==> src/rtl/alu_mc_exec.sv <==
// ---------------------------------------------------------------------------
// alu_mc_exec
//   Multi-cycle ALU execution unit. It takes the 4-bit code from the ALU
//   control decoder and the A/B operands from the register file or immediate
//   mux. Shifts are done iteratively, SHIFT_STEP bits per cycle. Every other
//   operation, and any shift by zero, finishes in a single cycle. Both sides
//   use valid/ready handshakes, so the upstream datapath stalls on shifts and
//   the downstream consumer can apply backpressure.
//
// Parameters
//   WIDTH       operand/result width (power of two, >= 8)
//   SHIFT_STEP  bits shifted per SHIFT cycle (1, 2, 4 or 8)
//
// Ports
//   clk        in   rising-edge clock
//   rst_n      in   synchronous active-low reset
//   in_valid   in   request valid
//   in_ready   out  unit can accept a request (IDLE only)
//   alu_ctrl   in   operation code
//   op_a       in   operand A
//   op_b       in   operand B / shift amount source (low log2(WIDTH) bits)
//   out_valid  out  result valid (DONE)
//   out_ready  in   consumer accepts result
//   result     out  operation result
//   zero       out  result == 0
//   illegal    out  alu_ctrl was 1011..1111
//   busy       out  unit is not IDLE
// ---------------------------------------------------------------------------
module alu_mc_exec #(
    parameter int WIDTH      = 32,
    parameter int SHIFT_STEP = 1
) (
    input  logic             clk,
    input  logic             rst_n,
    input  logic             in_valid,
    output logic             in_ready,
    input  logic [3:0]       alu_ctrl,
    input  logic [WIDTH-1:0] op_a,
    input  logic [WIDTH-1:0] op_b,
    output logic             out_valid,
    input  logic             out_ready,
    output logic [WIDTH-1:0] result,
    output logic             zero,
    output logic             illegal,
    output logic             busy
);

    localparam int SHW = $clog2(WIDTH);
    // The remaining-shift counter is one bit wider than a shift amount. That
    // lets SHIFT_STEP (up to 8) sit in the same width even when WIDTH is 8.
    localparam logic [SHW:0] C_STEP = (SHW+1)'(SHIFT_STEP);

    localparam logic [3:0] OP_ADD  = 4'b0000;
    localparam logic [3:0] OP_SUB  = 4'b0001;
    localparam logic [3:0] OP_AND  = 4'b0010;
    localparam logic [3:0] OP_OR   = 4'b0011;
    localparam logic [3:0] OP_XOR  = 4'b0100;
    localparam logic [3:0] OP_SLL  = 4'b0101;
    localparam logic [3:0] OP_SRL  = 4'b0110;
    localparam logic [3:0] OP_SRA  = 4'b0111;
    localparam logic [3:0] OP_SLT  = 4'b1000;
    localparam logic [3:0] OP_SLTU = 4'b1001;
    localparam logic [3:0] OP_PASSB = 4'b1010;

    typedef enum logic [1:0] {
        S_IDLE  = 2'd0,
        S_SHIFT = 2'd1,
        S_DONE  = 2'd2
    } state_t;

    // Single-cycle result. A shift only takes this path when its amount is
    // zero, so the result is simply A. Illegal codes produce 0.
    function automatic logic [WIDTH-1:0] alu_single(
        input logic [3:0]       c,
        input logic [WIDTH-1:0] a,
        input logic [WIDTH-1:0] b
    );
        logic [WIDTH-1:0] r;
        case (c)
            OP_ADD:   r = a + b;
            OP_SUB:   r = a - b;
            OP_AND:   r = a & b;
            OP_OR:    r = a | b;
            OP_XOR:   r = a ^ b;
            OP_SLL,
            OP_SRL,
            OP_SRA:   r = a;
            OP_SLT:   r = {{(WIDTH-1){1'b0}}, ($signed(a) < $signed(b))};
            OP_SLTU:  r = {{(WIDTH-1){1'b0}}, (a < b)};
            OP_PASSB: r = b;
            default:  r = '0;
        endcase
        return r;
    endfunction

    state_t           r_state;
    state_t           w_state_nxt;
    logic             w_accept;
    logic             w_shift_done;

    logic [3:0]       r_ctrl;
    logic [WIDTH-1:0] r_val;
    logic [SHW:0]     r_rem;

    logic [WIDTH-1:0] r_result;
    logic             r_zero;
    logic             r_illegal;

    logic             w_is_shift_in;
    logic             w_start_shift;
    logic             w_illegal_in;
    logic [WIDTH-1:0] w_single;
    logic [SHW:0]     w_step;
    logic [SHW:0]     w_rem_next;
    logic [WIDTH-1:0] w_shifted;

    // Request decode
    assign w_is_shift_in = (alu_ctrl == OP_SLL) || (alu_ctrl == OP_SRL) ||
                           (alu_ctrl == OP_SRA);
    assign w_start_shift = w_is_shift_in && (op_b[SHW-1:0] != '0);
    assign w_illegal_in  = (alu_ctrl > OP_PASSB);
    assign w_single      = alu_single(alu_ctrl, op_a, op_b);

    // Shift step: move by min(SHIFT_STEP, remaining) this cycle
    assign w_step     = (r_rem < C_STEP) ? r_rem : C_STEP;
    assign w_rem_next = r_rem - w_step;

    // SRA keeps the sign bit in place on every step, so the fill is always the
    // original A[WIDTH-1].
    always_comb begin
        w_shifted = r_val;
        case (r_ctrl)
            OP_SLL:  w_shifted = r_val << w_step;
            OP_SRL:  w_shifted = r_val >> w_step;
            OP_SRA:  w_shifted = WIDTH'($signed(r_val) >>> w_step);
            default: w_shifted = r_val;
        endcase
    end

    // Control FSM: next state
    always_comb begin
        w_state_nxt  = r_state;
        w_accept     = 1'b0;
        w_shift_done = 1'b0;
        case (r_state)
            S_IDLE: begin
                if (in_valid) begin
                    w_accept    = 1'b1;
                    w_state_nxt = w_start_shift ? S_SHIFT : S_DONE;
                end
            end
            S_SHIFT: begin
                if (w_rem_next == '0) begin
                    w_shift_done = 1'b1;
                    w_state_nxt  = S_DONE;
                end
            end
            S_DONE: begin
                if (out_ready) begin
                    w_state_nxt = S_IDLE;
                end
            end
            default: w_state_nxt = S_IDLE;
        endcase
    end

    always_ff @(posedge clk) begin
        if (!rst_n) begin
            r_state <= S_IDLE;
        end else begin
            r_state <= w_state_nxt;
        end
    end

    // Working registers: hold the latched request and the partial shift.
    // They need no reset because they are always loaded on accept.
    always_ff @(posedge clk) begin
        if (w_accept) begin
            r_ctrl <= alu_ctrl;
            r_val  <= op_a;
            r_rem  <= {1'b0, op_b[SHW-1:0]};
        end else if (r_state == S_SHIFT) begin
            r_val  <= w_shifted;
            r_rem  <= w_rem_next;
        end
    end

    // Result registers: loaded only when the operation completes. They then
    // hold through DONE and afterwards until the next completion.
    always_ff @(posedge clk) begin
        if (!rst_n) begin
            r_result  <= '0;
            r_zero    <= 1'b0;
            r_illegal <= 1'b0;
        end else if (w_accept && !w_start_shift) begin
            r_result  <= w_single;
            r_zero    <= (w_single == '0);
            r_illegal <= w_illegal_in;
        end else if (w_shift_done) begin
            r_result  <= w_shifted;
            r_zero    <= (w_shifted == '0);
            r_illegal <= 1'b0;
        end
    end

    assign in_ready  = (r_state == S_IDLE);
    assign out_valid = (r_state == S_DONE);
    assign busy      = (r_state != S_IDLE);
    assign result    = r_result;
    assign zero      = r_zero;
    assign illegal   = r_illegal;

endmodule

==> config.mk <==
export PLATFORM = sky130hd
export DESIGN_NAME = alu_mc_exec
export DESIGN_NICKNAME = d
export VERILOG_FILES = /design/src/rtl/alu_mc_exec.sv
export SDC_FILE = /design/constraint.sdc
export NUM_CORES = 1
export LEC_CHECK = 0
export CORE_ASPECT_RATIO = 0.9
export CORE_MARGIN = 2
export CORE_UTILIZATION = 40
export CTS_CLUSTER_DIAMETER = 30
export DETAILED_ROUTE_END_ITERATION = 12
export GPL_TIMING_DRIVEN = 0
export PLACE_DENSITY = 0.67
export SETUP_SLACK_MARGIN = 0.5
export SYNTH_ARGS = -nofsm -noshare
export SYNTH_HDL_FRONTEND = slang
export SYNTH_SLANG_ARGS = --single-unit
==> constraint.sdc <==
create_clock -name clk -period 5 [get_ports clk]
set_input_delay 1 -clock clk [delete_from_list [all_inputs] [get_ports clk]]
set_output_delay 1 -clock clk [all_outputs]
set_load 0.02 [all_outputs]
==> results.md <==
- Status: finished clean
- CTS HTree Levels: 3
- WL final: 53.0 mm
- Post-placement worst setup slack: -0.852 ns
- Slack of the critical path: 0.460 ns
- Detailed placement HPWL: 41.7 mm
- Post-DRT Antenna Nets: 0
- Reg clk slew, reported paths: 0.06 ns
- GRT overflow: 0
- Initial antenna violation count: 1
- DIE AREA: 28500 sq um
- Mapped Cells: 1497
- Final std cells w/o fill: 2038
- HP Class: register to register
- Required @ worst endpoint: 5.24 ns
- Core box area: 26800 sq um
- First DRT Iteration DRCs: 1609
- Worst endpoint data arrival time: 4.78 ns
- Worst hold slack: 0.467 ns
- CTS root buf: clkbuf_16
- Ys async rst share: 0
- Initial core utilization: 0.405
- Clock skew: 0.00651 ns
- Leakage power: 5.74 nW
- DRC: 0
- Hold Path Origin: r_rem[5]
- Vias per inst: 6.53
- Cell Rows: 57
- Commonest non-fill, non-tap cell in the layout: nand2_1
- Setup crit start: op_b[0]
- Final Critical Period: 4.54 ns
- Fin. Hold Viols: 0
- Critical path fanouts, max: 6
- Sequential fraction of the synthesis area: 0.182
- Final-stage net count: 1851
- IO Count: 109
- Period Utilization, post-route: 0.908
- Kind of start point of the critical path: input pin
- Worst vdd ir: 0.171 mV
- Share of cells above drive strength 1: 0.166
- Final setup vio count: 0
- First drt pass iteration count: 8
- DIE HEIGHT: 160 um
- Total power: 0.00316 W
- Post-synth net total: 1669
- Worst Max-Slew Pin Slew: 1.24 ns
- Pins Over Slew Limit: 0
- Power density over the cells: 226 nW/um^2
- Global-route wire length before repair: 77.7 mm
- IO buf count: 107
- Top_reg_cell synth: edfxtp_1
- Vias in the first global route: 12400
- Max clock buf depth: 2
- Gp weighted congestion: 0.969
- Tot GR Track Use: 0.361
- CP endpoint kind: register
- FF-to-FF Start: r_rem[2]
- Via count: 13300
- Post-synthesis average cell area: 7.25 sq um
- Synth-to-Final Area Change: 28.9%
- MaxCap Viol Count: 0
- Number of flops mapped to enable cells by yosys: 41
- CTS Buf Count: 9
- Critical path type: input pin to register
- Max frequency: 220 MHz
- Fin Setup TNS: 0 ns
- Clock Latency Late Sink: 0.34 ns
- #FFs+latches synth: 78
- Relative slew slack: 0.170
- CTS Sinks: 78
- CTS tree: yes
- Yosys cell types: 89
- Post-CTS Hold Buffers: 0
- RSZ-0062 raised after global routing: yes
- Placed Cells: 1963
- Most frequent cells in the layout: nand2_1 (139), o21ai_0 (115), nor2_1 (95)
- Largest net degree at the start of global routing: 35
- Synth warn: 0
- Mapped Area: 10900 sq um
- Routed length per instance: 26.0 um
- Die X-Extent: 178 um
report_power, final:
group | total [W] | internal [W] | switching, W
clock | 0.000735 | 0.000485 | 0.000250
sequential | 0.000840 | 0.000768 | 0.0000720
combinational | 0.00158 | 0.000601 | 0.000984
total | 0.00316 | 0.00185 | 0.00131
cells in the mapped netlist (all sizes together) (13+ instances only):
cell type / count / share of area
nand3: 77 / 0.035
nand2: 142 / 0.049
edfxtp: 41 / 0.11
nor2: 98 / 0.035
o211a: 17 / 0.016
nand4: 14 / 0.0081
dfxtp: 37 / 0.068
buf: 37 / 0.018
a21o: 17 / 0.012
o21a: 15 / 0.010
ha: 98 / 0.11
nor3b: 13 / 0.0090
o31ai: 18 / 0.012
a21oi: 87 / 0.040
o211ai: 17 / 0.012
nand2b: 15 / 0.0086
nor3: 35 / 0.016
a22oi: 39 / 0.027
inv: 104 / 0.036
nor2b: 45 / 0.026
a31oi: 42 / 0.024
o21ai: 129 / 0.060
mux2i: 21 / 0.019
clkbuf: 78 / 0.027
a211oi: 20 / 0.014
and3: 17 / 0.0098
nor4: 20 / 0.013
kinds of logic (layout without fill, tap and decap cells):
| family | Yosys count | count (layout) | share of synthesized area |
|---|---|---|---|
| XOR/XNOR | 8 | 8 | 0.00645 |
| AND/OR/NAND/NOR | 537 | 537 | 0.253 |
| AO/OA/AOI/OAI | 530 | 530 | 0.337 |
| adder cells (fa/ha/maj) | 100 | 100 | 0.117 |
| other | 0 | 1 | 0 |
| multiplexers | 25 | 25 | 0.0235 |
| flip-flops | 78 | 78 | 0.182 |
| buffers and inverters | 219 | 405 | 0.0814 |
flip-flops by register name (all words and copies together), names as in the netlist:
register / flops
r_ctrl: 4
zero: 1
r_state: 2
result: 32
r_val: 32
r_rem: 6
illegal: 1
path summary, 6_finish.rpt:
kind,end,slack (ns),cells past startpoint
setup / recovery,zero,0.46,15
hold reg to reg,r_rem[5],0.47,1
hold / removal,r_rem[5],0.47,1
setup reg to reg,result[25],0.96,14
stage by stage:
stage | utilization | instance area (sq um)
after floorplan | - | 10900
after global placement | 0.461 | 12400
after detailed placement | 0.465 | 12500
after CTS | 0.510 | 13700
after global routing | 0.522 | 14000
final | 0.522 | 14000
metal layers:
layer | track usage | wire, um | part of all wire
met1 | 0.493 | 21900 | 0.41
met2 | 0.558 | 23100 | 0.44
met3 | 0.0874 | 5980 | 0.11
met4 | 0.118 | 2040 | 0.039
met5 | 0 | 0 | 0
critical path, stage by stage:
cell and delay (ns):
buf_2 0.17, ha_4 0.21, fa_1 0.43, a211oi_2 0.33, buf_4 0.18, o21ai_0 0.13, and2_1 0.19, a22oi_1 0.15
o211ai_1 0.26, nor4_2 0.39, nand4_1 0.20, nor4_4 0.29, nand4_1 0.15, or4_4 0.50, o41ai_2 0.19
cell type report:
class                      count  area, sq um
clock buffer                  14          317
antenna                        1         2.50
inverter                     104          394
tap                          354          443
sequential                    78         1970
fill                        2741        12800
clock inverter                 1         30.0
multi-input combinational   1200         8690
timing repair buffer         171         1550
buffer                       115          603
repair_timing:
item	in CTS	in global routing
cloned	0	0
endpoints found under the setup margin	13	6
pin swaps	43	21
setup buffers	42	17
resized for setup	196	66
Power figures use the tool's default switching activity.
